### config.mk
export PLATFORM = sky130hd
export DESIGN_NAME = spike_out_router_buffer
export DESIGN_NICKNAME = d
export VERILOG_FILES = /design/src/rtl/spike_out_router_buffer.sv
export SDC_FILE = /design/constraint.sdc
export NUM_CORES = 1
export LEC_CHECK = 0
export ABC_CLOCK_PERIOD_IN_PS = 3400
export CAP_MARGIN = 25
export CORE_MARGIN = 4
export CORE_UTILIZATION = 24
export CTS_BUF_LIST = sky130_fd_sc_hd__clkbuf_16
export DETAILED_ROUTE_END_ITERATION = 16
export HOLD_SLACK_MARGIN = 0.15
export PLACE_DENSITY = 0.43
export SLEW_MARGIN = 25
export SYNTH_ARGS = -nofsm -noshare
export SYNTH_HDL_FRONTEND = slang
export SYNTH_SLANG_ARGS = --single-unit
### constraint.sdc
create_clock -name clk -period 3.4 [get_ports clk]
set_input_delay 0.51 -clock clk [delete_from_list [all_inputs] [get_ports clk]]
set_output_delay 0.51 -clock clk [all_outputs]
set_load 0.005 [all_outputs]
### src/rtl/spike_out_router_buffer.sv
// Spike output router buffer: FIFO of spike packets, one-hop routing by signed dx/dy, registered output stage.
// Optional feature macro: SPIKE_DROP_COUNT_EN (enables the saturating dropped-packet counter).
module spike_out_router_buffer #(
  parameter int DEPTH        = 4,
  parameter int PACKET_WIDTH = 30
) (
  input  logic                    clk,
  input  logic                    reset,
  input  logic [PACKET_WIDTH-1:0] packet_in,
  input  logic                    packet_in_valid,
  output logic                    local_buffers_full,
  output logic [PACKET_WIDTH-1:0] packet_out,
  output logic [4:0]              out_valid,
  input  logic [4:0]              out_ready,
  output logic [15:0]             drop_count
);

  localparam int AW = $clog2(DEPTH);
  localparam int CW = AW + 1;
  localparam logic [CW-1:0] FULL_COUNT = CW'(DEPTH);

  localparam logic [4:0] DIR_EAST  = 5'b00001;
  localparam logic [4:0] DIR_WEST  = 5'b00010;
  localparam logic [4:0] DIR_NORTH = 5'b00100;
  localparam logic [4:0] DIR_SOUTH = 5'b01000;
  localparam logic [4:0] DIR_LOCAL = 5'b10000;

  logic [PACKET_WIDTH-1:0] mem [DEPTH];
  logic [AW-1:0]           wr_ptr;
  logic [AW-1:0]           rd_ptr;
  logic [CW-1:0]           count;

  logic                    stage_free;
  logic                    push;
  logic                    pop;
  logic [PACKET_WIDTH-1:0] head;
  logic [8:0]              head_dx;
  logic [8:0]              head_dy;
  logic [4:0]              route_dir;
  logic [PACKET_WIDTH-1:0] route_pkt;

  // Handshake: a packet leaves the output stage on a rising edge where its one-hot
  // out_valid bit and the matching out_ready bit are both high; out_valid never waits on ready.
  assign stage_free         = (out_valid == 5'b00000) || ((out_valid & out_ready) != 5'b00000);
  assign local_buffers_full = (count == FULL_COUNT);
  assign push               = packet_in_valid && !local_buffers_full;
  assign pop                = (count != '0) && stage_free;

  assign head    = mem[rd_ptr];
  assign head_dx = head[29:21];
  assign head_dy = head[20:12];

  // Offsets always step toward zero, so -256 becomes -255 and +255 becomes +254 without overflow.
  always_comb begin
    route_dir = DIR_LOCAL;
    route_pkt = head;
    if (head_dx[8]) begin
      route_dir        = DIR_WEST;
      route_pkt[29:21] = head_dx + 9'd1;
    end else if (head_dx != 9'd0) begin
      route_dir        = DIR_EAST;
      route_pkt[29:21] = head_dx - 9'd1;
    end else if (head_dy[8]) begin
      route_dir        = DIR_SOUTH;
      route_pkt[20:12] = head_dy + 9'd1;
    end else if (head_dy != 9'd0) begin
      route_dir        = DIR_NORTH;
      route_pkt[20:12] = head_dy - 9'd1;
    end
  end

  always_ff @(posedge clk) begin
    if (push) begin
      mem[wr_ptr] <= packet_in;
    end
  end

  always_ff @(posedge clk or posedge reset) begin
    if (reset) begin
      wr_ptr <= '0;
      rd_ptr <= '0;
      count  <= '0;
    end else begin
      if (push) begin
        wr_ptr <= wr_ptr + AW'(1);
      end
      if (pop) begin
        rd_ptr <= rd_ptr + AW'(1);
      end
      if (push && !pop) begin
        count <= count + CW'(1);
      end else if (pop && !push) begin
        count <= count - CW'(1);
      end
    end
  end

  always_ff @(posedge clk or posedge reset) begin
    if (reset) begin
      out_valid  <= '0;
      packet_out <= '0;
    end else if (pop) begin
      out_valid  <= route_dir;
      packet_out <= route_pkt;
    end else if (stage_free) begin
      out_valid  <= '0;
    end
  end

`ifdef SPIKE_DROP_COUNT_EN
  always_ff @(posedge clk or posedge reset) begin
    if (reset) begin
      drop_count <= '0;
    end else if (packet_in_valid && local_buffers_full && (drop_count != 16'hFFFF)) begin
      drop_count <= drop_count + 16'd1;
    end
  end
`else
  assign drop_count = 16'd0;
`endif

endmodule

==> metrics.md <==
| Metric | Value |
|---|---|
| Total Routing Usage GR | `10.7%` |
| Max Cap Viol | `0` |
| Leak Pwr | `3.14 nW` |
| Vias in the first global route | `4299` |
| Clock Path Buffers | `2` |
| RSZ-0062 raised after global routing | `no` |
| Number of synthesized flops with an enable pin | `120` |
| PortBufs | `73` |
| DR iter-0 viols | `211` |
| Area delta synth->final | `25.1%` |
| Switching share of power | `35.7%` |
| Full die area | `0.0320 mm2` |
| Setup slack at placement | `0.319 ns` |
| CTS tree | `built` |
| Row count | `62` |
| Die span in y | `179 um` |
| Initial Util | `24.4%` |
| CP arrival | `3.20 ns` |
| Share of post-route cells with drive strength above 1 | `17.0%` |
| HPWL after detailed placement | `11200 um` |
| Final RePlAce weighted congestion | `0.794` |
| Clock insertion delay at the later pin of the skew report | `0.42 ns` |
| Vias per inst | `4.34` |
| Overflow after GRT | `0` |
| Post-cts resize count | `0` |
| Slowest cell delay on critical path | `0.59 ns` |
| Core area | `0.0288 mm2` |
| Critical-path cell list | `buf_4 > buf_4 > mux4_2 > or4_1 > a211oi_2 > o211a_1 > o211ai_1` |
| Fmax | `0.343 GHz` |
| Post-synthesis cell type count | `61` |
| Sequential share of power | `37.2%` |
| Largest net degree at the start of global routing | `43` |
| Syn Area/Cell | `15.6 um2` |
| Cell Count, Final, Fillers Out | `937` |
| P per Cell Area | `919 mW/mm2` |
| Critical-path top delay cell | `mux4_2` |
| Most common cell after layout, fill and taps aside | `edfxtp_1` |
| Crit path buffers/inverters | `2` |
| Clk slew on worst S/H paths | `0.06 ns` |
| Yosys top cell by area | `edfxtp_1` |
| Final Worst Setup Slack | `0.481 ns` |
| Fin. Hold Viols | `0` |
| Seq/Total Area, Yosys | `66.4%` |
| Final Util | `30.5%` |
| Most used cell, CP | `buf_4` |
| Final ANT Viol Nets | `0` |
| WL final | `16500 um` |
| Crit start category | `flop` |
| CP max FO | `10` |
| H-tree levels | `4` |
| Switching Power | `2.88 mW` |
| Via count | `4071` |
| Max IR drop VDD | `0.322 mV` |
| Hold WS | `0.481 ns` |
| Clock root cell | `clkbuf_16` |
| Main synth FF type | `edfxtp_1` |
| Asr flop ratio synth | `25.9%` |
| CTS sink count | `162` |
| Slew HR | `45.6%` |
| Status | `complete, no violations` |
| Cell Area, Synth | `0.00701 mm2` |
| DRT Pass-1 Iters | `5` |
| IO Pins | `90` |
| Placed Cells | `905` |
| Clock Skews | `0.0139 ns` |
| Pint | `5.18 mW` |
| Post-CTS setup buffer count | `0` |
| Setup crit end kind | `flop` |
| Final setup violation count | `0` |
| Global-route wire length before repair | `25500 um` |
| Tmin final | `2.92 ns` |
| Pin slew with the least headroom to its limit | `0.815 ns` |
| Nets | `588` |
| Die W | `179 um` |
| Post-synth top area share | `51.4%` |
| Setup CP Type | `flop to flop` |
| Clock power share | `22.0%` |
| Diode count | `0` |
| Most frequent cells in the layout | `edfxtp_1 (120), clkdlybuf4s50_1 (73), nand2_1 (67), dfrtp_1 (41), mux4_2 (30)` |
| WL/cell | `17.7 um` |
| Critical Path RT | `3.68 ns` |
| Synthesized flop and latch total | `162` |
| Crit share post-route | `85.8%` |
| Post-CTS Hold Buffers | `0` |
| Post-Syn Instances | `449` |
| Delay-heaviest family, CP | `compound AO/OA/AOI/OAI gates` |
| Initial antenna violation count | `0` |
| Logic pwr share | `40.8%` |
| Pins Over Slew Limit | `0` |
| Worst Hold Class | `flop to flop` |
| Setup TNS | `0 ns` |
| CTS Buf Count | `17` |
| Warning count from the yosys run | `0` |
| DRC | `0` |
| Synth area leaders | `edfxtp_1 (51%), dfrtp_1 (15%), mux4_2 (9.6%), nand2_1 (3.6%), buf_4 (1.8%)` |
[worst min-delay path, delay by kind of cell (launching register included)]
family | cells | cell delay (ns)
and+or+nand+nor | 2 | 0.10
DFF | 1 | 0.35
[cell usage after synthesis (all sizes together), types with 3 or more instances]
| cell type | number |
|---|---|
| or4 | 7 |
| and3 | 4 |
| o211ai | 4 |
| nand3 | 7 |
| nor3 | 3 |
| ha | 9 |
| o2111ai | 3 |
| nor2 | 10 |
| nand4 | 5 |
| inv | 13 |
| o21ai | 11 |
| and2 | 9 |
| nor4 | 3 |
| xnor2 | 10 |
| a21o | 3 |
| a31oi | 3 |
| clkbuf | 12 |
| mux4 | 30 |
| a211oi | 7 |
| buf | 22 |
| o211a | 5 |
| o31ai | 3 |
| edfxtp | 120 |
| nand2 | 68 |
| dfrtp | 42 |
| a21oi | 3 |
| and4 | 3 |
[cells by family after synthesis]
group           synth area share, %
compound gates                 6.42
xor+xnor                       1.50
fa+ha+maj                      1.89
buf+inv                        3.67
flops                          66.4
mux                            10.1
other cells                  0.0535
simple gates                   10.0
[area by class of cell]
type,count,area (um2)
fillers,2834,20000
flip-flops and latches,162,4660
multi-input cells,255,2160
clock inverters,15,120
clock buffers,17,425
repair buffers,91,878
well taps,384,480
inverters,13,50.0
[power by group through the flow]
stage / Sequential [mW] / Combinational, mW / Clock (mW)
after floorplan: 2.93 / 2.17 / 0
after global placement: 3.04 / 3.33 / 0
after detailed placement: 3.06 / 3.36 / 0
after CTS: 3.02 / 3.38 / 1.84
after global routing: 3.06 / 3.66 / 1.92
final: 3.00 / 3.29 / 1.78
[per-stage QoR]
stage                     power (mW)  area [um2]
after floorplan                 5.10        7070
after global placement          6.37        8230
after detailed placement        6.42        8230
after CTS                       8.23        8770
after global routing            8.65        8770
final                           8.07        8770
[state kept, by name (all words and copies together) (netlist names)]
register,flops
packet_out,30
rd_ptr,2
mem,120
wr_ptr,2
count,3
out_valid,5
[path summary, 6_finish.rpt]
path / startpoint / slack (ns) / cells past startpoint / to
min in group asynchronous: reset / 0.54 / 2 / packet_out[8]
max reg2reg: rd_ptr[0] / 0.48 / 7 / packet_out[19]
max: rd_ptr[0] / 0.48 / 7 / packet_out[19]
min reg2reg: packet_out[4] / 0.48 / 2 / packet_out[4]
max in group asynchronous: reset / 2.31 / 2 / rd_ptr[0]
min: packet_out[4] / 0.48 / 2 / packet_out[4]
[metal layers]
| layer | global-route usage [%] | wire [um] |
|---|---|---|
| met3 | 2.57 | 673 |
| met1 | 13.3 | 7210 |
| met2 | 18.3 | 8400 |
| met4 | 3.74 | 260 |
| met5 | 0 | 0 |
Power figures use the tool's default switching activity.
